**src/rtl/path_replay.sv**
```systemverilog
// path_replay: turns the solver's move list into a stream of absolute (x,y) coordinates, starting at the origin.
// Build option: define PATH_REPLAY_BOUNDS_CHECK_EN to stop with error on an off-grid move instead of wrapping.
module path_replay #(
  parameter int N              = 4,
  parameter int DIRECTION_SIZE = 2,
  parameter int STEP_W         = 8
) (
  input  logic                      CLK,
  input  logic                      RST,
  input  logic                      start,
  input  logic [DIRECTION_SIZE-1:0] Move,
  input  logic                      complete_read,
  output logic                      en_read,
  output logic [N-1:0]              pos_x,
  output logic [N-1:0]              pos_y,
  output logic                      pos_valid,
  input  logic                      pos_ready,
  output logic [STEP_W-1:0]         steps,
  output logic                      busy,
  output logic                      done,
  output logic                      at_goal,
  output logic                      error
);

  typedef enum logic [1:0] {
    IDLE,
    EMIT,
    FETCH,
    FINISH
  } state_t;

`ifdef PATH_REPLAY_BOUNDS_CHECK_EN
  localparam bit BOUNDS_CHECK = 1'b1;
`else
  localparam bit BOUNDS_CHECK = 1'b0;
`endif

  localparam logic [DIRECTION_SIZE-1:0] MOVE_UP    = DIRECTION_SIZE'(0);
  localparam logic [DIRECTION_SIZE-1:0] MOVE_RIGHT = DIRECTION_SIZE'(1);
  localparam logic [DIRECTION_SIZE-1:0] MOVE_LEFT  = DIRECTION_SIZE'(2);
  localparam logic [N-1:0]              COORD_ONE  = N'(1);
  localparam logic [N-1:0]              COORD_MAX  = '1;
  localparam logic [STEP_W-1:0]         STEP_ONE   = STEP_W'(1);
  localparam logic [STEP_W-1:0]         STEP_MAX   = '1;

  state_t              state_reg, state_next;
  logic [N-1:0]        pos_x_reg, pos_x_next;
  logic [N-1:0]        pos_y_reg, pos_y_next;
  logic [STEP_W-1:0]   steps_reg, steps_next;
  logic                error_reg, error_next;

  logic [N-1:0]        moved_x, moved_y;
  logic                move_off_grid;

  // Candidate position for the current move code; wraps naturally in N bits.
  always_comb begin
    moved_x       = pos_x_reg;
    moved_y       = pos_y_reg;
    move_off_grid = 1'b0;
    case (Move)
      MOVE_UP: begin
        moved_y       = pos_y_reg - COORD_ONE;
        move_off_grid = (pos_y_reg == '0);
      end
      MOVE_RIGHT: begin
        moved_x       = pos_x_reg + COORD_ONE;
        move_off_grid = (pos_x_reg == COORD_MAX);
      end
      MOVE_LEFT: begin
        moved_x       = pos_x_reg - COORD_ONE;
        move_off_grid = (pos_x_reg == '0);
      end
      default: begin
        moved_y       = pos_y_reg + COORD_ONE;
        move_off_grid = (pos_y_reg == COORD_MAX);
      end
    endcase
  end

  always_comb begin
    state_next = state_reg;
    pos_x_next = pos_x_reg;
    pos_y_next = pos_y_reg;
    steps_next = steps_reg;
    error_next = error_reg;
    en_read    = 1'b0;
    case (state_reg)
      IDLE, FINISH: begin
        if (start) begin
          state_next = EMIT;
          pos_x_next = '0;
          pos_y_next = '0;
          steps_next = '0;
          error_next = 1'b0;
        end
      end
      EMIT: begin
        if (pos_ready) begin
          state_next = FETCH;
        end
      end
      FETCH: begin
        if (complete_read) begin
          state_next = FINISH;
        end else if (BOUNDS_CHECK && move_off_grid) begin
          // Rejected move: keep the position and leave the list untouched.
          error_next = 1'b1;
          state_next = FINISH;
        end else begin
          en_read    = 1'b1;
          pos_x_next = moved_x;
          pos_y_next = moved_y;
          steps_next = (steps_reg == STEP_MAX) ? steps_reg : steps_reg + STEP_ONE;
          state_next = EMIT;
        end
      end
      default: begin
        state_next = IDLE;
      end
    endcase
  end

  always_ff @(posedge CLK or negedge RST) begin
    if (!RST) begin
      state_reg <= IDLE;
      pos_x_reg <= '0;
      pos_y_reg <= '0;
      steps_reg <= '0;
      error_reg <= 1'b0;
    end else begin
      state_reg <= state_next;
      pos_x_reg <= pos_x_next;
      pos_y_reg <= pos_y_next;
      steps_reg <= steps_next;
      error_reg <= error_next;
    end
  end

  assign pos_x     = pos_x_reg;
  assign pos_y     = pos_y_reg;
  assign steps     = steps_reg;
  assign pos_valid = (state_reg == EMIT);
  assign busy      = (state_reg == EMIT) || (state_reg == FETCH);
  assign done      = (state_reg == FINISH);
  assign at_goal   = (state_reg == FINISH) && (&{pos_x_reg, pos_y_reg});
  assign error     = BOUNDS_CHECK ? error_reg : 1'b0;

endmodule

```
**config.mk**
```make
export PLATFORM = sky130hd
export DESIGN_NAME = path_replay
export DESIGN_NICKNAME = d
export VERILOG_FILES = /design/src/rtl/path_replay.sv
export SDC_FILE = /design/constraint.sdc
export NUM_CORES = 1
export LEC_CHECK = 0
export BUFFER_PORTS_ARGS = -buffer_cell sky130_fd_sc_hd__buf_2
export CORE_MARGIN = 8
export CORE_UTILIZATION = 56
export CTS_BUF_LIST = sky130_fd_sc_hd__clkbuf_8
export CTS_CLUSTER_DIAMETER = 150
export DETAILED_ROUTE_END_ITERATION = 16
export MAX_ROUTING_LAYER = met4
export PLACE_DENSITY_LB_ADDON = 0.2
export SYNTH_ARGS = -nofsm -noshare
export SYNTH_HDL_FRONTEND = slang
export SYNTH_SLANG_ARGS = --single-unit
```
**constraint.sdc**
```tcl
create_clock -name CLK -period 2.5 [get_ports CLK]
set_input_delay 0.375 -clock CLK [delete_from_list [all_inputs] [get_ports CLK]]
set_output_delay 0.375 -clock CLK [all_outputs]
set_load 0.005 [all_outputs]
```
==> results of run 1 <==
-- power breakdown --
part           switching, mW  internal, mW
registers             0.0687         0.336
logic                  0.350         0.219
clock network          0.102         0.140
total                  0.520         0.696
-- how the worst min path moves through the flow --
stage	endpoint	start	cells past startpoint
after global placement	steps[5]	RST	1
after global routing	steps[3]	RST	1
after CTS	steps[1]	RST	1
final	steps[6]	RST	1
after floorplan	pos_x[0]	RST	0
after detailed placement	steps[1]	RST	1
-- layer usage --
metal  part of all wire  GRT usage  up-vias
li1                   -          -      570
met1               0.44      0.168      568
met2               0.50      0.260       21
met3              0.046     0.0557        4
met4              0.012     0.0557        0
met5                  0          -        -
-- cell usage in the layout (no fill, tap or decap), drive strengths merged, types with 2 or more instances in the layout --
cell type | Yosys | layout
xor2 | 3 | 3
o311ai | 3 | 3
a21boi | 3 | 3
or4 | 3 | 3
or3 | 3 | 3
nand2b | 8 | 8
mux2i | 2 | 2
or2 | 3 | 3
o31ai | 2 | 2
nor3 | 5 | 5
clkbuf | 1 | 4
dfrtp | 18 | 18
a31oi | 2 | 2
inv | 10 | 10
nor2 | 2 | 2
a21oi | 7 | 7
buf | 3 | 27
o21ai | 11 | 11
nand2 | 16 | 16
nand3 | 7 | 7
ha | 11 | 11
-- cells in the mapped netlist (3+ instances only) --
master	number	area, sq um
nand3_1	5	25.0
or4_1	3	22.5
a21oi_1	7	35.0
a21boi_1	3	22.5
o21ai_0	9	45.0
xor2_1	3	26.3
dfrtp_1	18	450
ha_1	11	138
inv_1	9	33.8
nand2b_1	7	43.8
nand2_1	16	60.1
or3_1	3	18.8
nor3_1	3	15.0
-- through the flow --
stage	cell area, sq um	util
floorplan	1290	-
global placement	1430	0.654
detailed placement	1430	0.654
CTS	1490	0.680
global route	1490	0.680
finish	1490	0.680
-- worst max-delay path, delay by kind of cell, from the launching register on --
family,cells,cell delay (ps)
and+or+nand+nor,2,770
DFF,1,400
AOI/OAI and AO/OA,2,400
adders and majority gates,1,360
buffers and inverters,1,60
-- area by class of cell --
| cell class | instances | area share |
|---|---|---|
| Clock buffer | 4 | 0.0370 |
| Inverter | 10 | 0.0252 |
| Multi-Input combinational cell | 109 | 0.521 |
| Sequential cell | 18 | 0.303 |
| Tap cell | 28 | 0.0235 |
| Timing Repair Buffer | 27 | 0.0908 |
-- cell families after synthesis --
kind of cell	synth area share
AND/OR/NAND/NOR	0.252
AO/OA/AOI/OAI	0.198
flip-flops	0.350
buffers and inverters	0.0476
adder cells (fa/ha/maj)	0.107
XOR/XNOR	0.0272
multiplexers	0.0155
other	0.00291
==> impl_metrics.toml, run 1 <==
[layout]
largest_register_ffs = 8
insertedDiodeCount = 0
seqCellArea_sq_um = 450
drive_above_1_share = 0.244
finalNetCount = 187
fillers = 182
final_cells = 196
multi_input_area_sq_um = 776
syn2layout_area_growth_pct = 15.6

[floorplan]
start_util = 0.588
fp.dieW_microns = 64.0
die_h_microns = 64.0
design.die.area_sq_um = 4090
boundaryPins = 29
rows = 17
coreArea_sq_um = 2190

[yosys]
syn_area_per_cell_sq_um = 9.13
yosysUniqueCellTypes = 50
async_flop_share = 1.00
netlist_area_sq_um = 1290
syn_inst = 141
synth-edff-count = 0
ys_ff_latch = 18
synthFlopType = "dfrtp_1"
synth_warnings = 0
synth_nets = 159
yosysSeqAreaShare = 0.350

[clock_network]
postCtsSetupRepairBufs = 0
clock-sinks = 18
cts-root-buf = "clkbuf_8"
cts_max_level = 1
clockBufferDepth = 2
clk_transition_reported_paths_ps = 70
clkLatencyLatePin_ps = 260
cts_tree = "built"
cts_resized = 0
cts_hold_buf = 0
cts_made_buffers = 3

[timing]
fmax_mhz = 484
post-route-period-util = 0.826
setup_ws_ps = 434
fin_crit_ps = 2070
rsz0062_at_grt = "no"
hold_ws_ps = 36.1
finalHoldViolCount = 0
tns_ps = 0
finalSetupViolations = 0
drv_slew = 0
clock_skew_ps = 2.12

[detailed_routing]
totalWireLength_mm = 2.97
ant_nets = 0
num_vias = 1163
drt-wirelength-per-cell_microns = 15.2
via_per_inst = 5.93
drt_iter0_markers = 31
drcViolationCount = 0
firstDrtPassIters = 4

[status]
status = "complete, no violations"

[power]
p_total_mw = 1.22
powerDensity_nw_per_um2 = 817
p_leak_nw = 0.727
vdd_drop_max_uv = 830

[grt]
gr-usage-all-layers = 0.156
grt_pass1_vias = 1141
grt_pass1_wl_mm = 5.05
grt_overflow = 0
antenna_found_initial = 0
grt_max_degree = 19

[worst_setup_path]
cp.required_ps = 2690
crit_type = "reg -> reg"
r2r-end = "steps[6]"
crit_end = "steps[6]"
path_max_fanout = 13
r2r_start = "state_reg[0]"
cp_slowest_cell = "or4_1"
cp-end-kind = "flop"
cp-start-kind = "flop"
worst-r2r-cell-count = 6
cpPeakStageDelay_ps = 580
cp-startpoint = "state_reg[0]"
worstPathArrival_ps = 2260
ff2ff_setup_slack_ps = 430
crit_path_cell_trace = "inv_1 > ha_1 > nand2_1 > o211ai_2 > or4_1 > a21boi_1"

[worst_hold_path]
hold_class = "in -> async"

[placement]
pre_cts_ws_ps = 481
gp_congestion = 0.871
port_buffers = 27
dp.cells = 192
dpl.hpwl_mm = 2.25

[flow_run]
cap_violations = 0
Power figures use the tool's default switching activity.
==> run 2, diff against run 1 <==
Settings changed: ABC_AREA set to 1, CORE_UTILIZATION 56 to 55.
Clock period 2.5 ns to 2.1 ns, I/O delays scaled along.
==> run 2 against run 1 <==
Area after synthesis fell by 0.97%; worst hold slack improved by 420 ps; clock skew barely moved; clock power up 17%; non-clock buffer count grew 1; critical path depth shrank 1; cell count is 15% higher; sequential cell count stayed put; total power grew 16%; wire length fell by 6.2%; critical path type is now reg -> out.
==> impl_metrics.toml, run 2 <==
[layout]
syn2layout_area_growth_pct = 15.8
final_cell_mix = "50 x nand2_1, 27 x buf_2, 24 x inv_1"
final_common_cell = "nand2_1"
fin_util = 0.667
fin_area_sq_um = 1480
finalNetCount = 216
insertedDiodeCount = 0
drive_above_1_share = 0.203
largest_register_ffs = 8

[yosys]
yosys.area.top_type = "dfrtp_1"
synth_top_area_share = 0.353
synth_area_leaders = "dfrtp_1 35%, nand2_1 15%, ha_1 11%, inv_1 7.1%, nand3_1 5.1%"
ys_ff_latch = 18
synth.most_common_cell = "nand2_1"
synth_nets = 186
synth-simple-area-share = 0.275
syn_area_per_cell_sq_um = 7.59
synthTopCellsByCount = "50 x nand2_1, 24 x inv_1, 18 x dfrtp_1"
synth_warnings = 0
synth-xor-area-share = 0.0412
synth-compound-area-share = 0.120
async_flop_share = 1.00
netlist_area_sq_um = 1270
synthFlopType = "dfrtp_1"
yosysUniqueCellTypes = 28
yosys.area_share.adder = 0.108
synth_top_family_by_area = "simple AND/OR/NAND/NOR gates"
synth_mux_area_frac = 0
yosysSeqAreaShare = 0.353
synth-edff-count = 0
syn_inst = 168

[grt]
antenna_found_initial = 0
grt_pass1_vias = 1122
gr-usage-all-layers = 0.143
grt_max_degree = 19
grt_pass1_wl_mm = 4.77
grt_overflow = 0

[worst_setup_path]
r2r_start = "state_reg[0]"
crit_path_cell_trace = "inv_1 > ha_1 > inv_2 > nor2_1 > buf_2"
cp-startpoint = "state_reg[0]"
crit_type = "reg -> out"
worstPathArrival_ps = 1530
cp.required_ps = 1780
path_max_fanout = 11
cp-end-kind = "primary output"
cpPeakStageDelay_ps = 410
cp_slowest_cell = "dfrtp_1"
cp-start-kind = "flop"

[clock_network]
clkLatencyLatePin_ps = 250
clock-sinks = 18
postCtsSetupRepairBufs = 0
cts_hold_buf = 1
cts-root-buf = "clkbuf_8"
cts_made_buffers = 3
cts_tree = "built"
cts_resized = 0
clockBufferDepth = 2
cts_max_level = 1
clk_transition_reported_paths_ps = 70

[detailed_routing]
drcViolationCount = 0
ant_nets = 0
firstDrtPassIters = 4
num_vias = 1128
totalWireLength_mm = 2.79
drt-wirelength-per-cell_microns = 12.4
via_per_inst = 5.01
drt_iter0_markers = 40

[placement]
dpl.hpwl_mm = 2.23
pre_cts_ws_ps = 371
gp_congestion = 0.841
placed_area_sq_um = 1410
port_buffers = 27

[timing]
tns_ps = 0
finalHoldViolCount = 0
post-route-period-util = 0.878
drv_slew = 0
rsz0062_at_grt = "no"
setup_ws_ps = 257
finalSetupViolations = 0
fmax_mhz = 542
fin_crit_ps = 1840
clock_skew_ps = 1.95

[power]
vdd_drop_max_uv = 747
powerDensity_nw_per_um2 = 955
p_leak_nw = 0.840
p_total_mw = 1.41

[floorplan]
boundaryPins = 29
die_h_microns = 64.1
start_util = 0.576
fp.dieW_microns = 64.1
rows = 17
design.die.area_sq_um = 4110
coreArea_sq_um = 2210

[status]
status = "complete, no violations"

[worst_hold_path]
hp-start = "complete_read"
hold_class = "in -> reg"

[flow_run]
cap_violations = 0
## run 2: area by class of cell
| type | count | area [sq um] |
|---|---|---|
| Sequential cell | 18 | 450 |
| Inverter | 25 | 93.8 |
| Multi-Input combinational cell | 122 | 697 |
| Fill cell | 204 | 736 |
| Timing Repair Buffer | 28 | 145 |
| Clock buffer | 4 | 55.1 |
| Tap cell | 28 | 35.0 |
## run 2: path summary, 6_finish.rpt
check / endpoint / slack (ps) / cells past startpoint
worst max-delay path: en_read / 260 / 5
worst min-delay path: state_reg[1] / 460 / 5
worst max register to register: pos_x[0] / 350 / 8
worst min register to register: steps[4] / 540 / 2
max in group asynchronous: pos_y[3] / 1300 / 2
min in group asynchronous: state_reg[0] / 520 / 2
## run 2: where the power goes
group	leakage, nW	internal [mW]	switching, mW
clock	0.0288	0.166	0.115
combinational	0.564	0.224	0.416
sequential	0.247	0.411	0.0777
total	0.840	0.801	0.609
## run 2: kinds of logic (layout without fill, tap and decap cells)
| logic type | Yosys count | count (layout) |
|---|---|---|
| xor gates and xnor gates | 6 | 6 |
| AOI/OAI and AO/OA | 24 | 24 |
| adders and majority gates | 11 | 11 |
| and+or+nand+nor | 80 | 80 |
| DFF | 18 | 18 |
| buffers and inverters | 28 | 57 |
| other | 1 | 1 |
## run 2: per-stage QoR
step	hold WS, ps	std cells
6_report	460	225
5_1_grt	522	225
4_1_cts	467	225
3_5_place_dp	266	220
3_3_place_gp	266	220
2_1_floorplan	19.4	168
## run 2: worst max-delay path, delay by kind of cell, from the launching register on
kind	cells	cell delay, ps
buffers and inverters	3	330
adders and majority gates	1	400
and+or+nand+nor	1	130
DFF	1	410
## run 2: routing by layer
metal  wire length (microns)  track usage  vias to the layer above
li1                        -            -                      589
met1                    1340        0.174                      507
met2                    1280        0.228                       26
met3                     128       0.0296                        6
met4                      42       0.0490                        0
met5                       0            -                        -
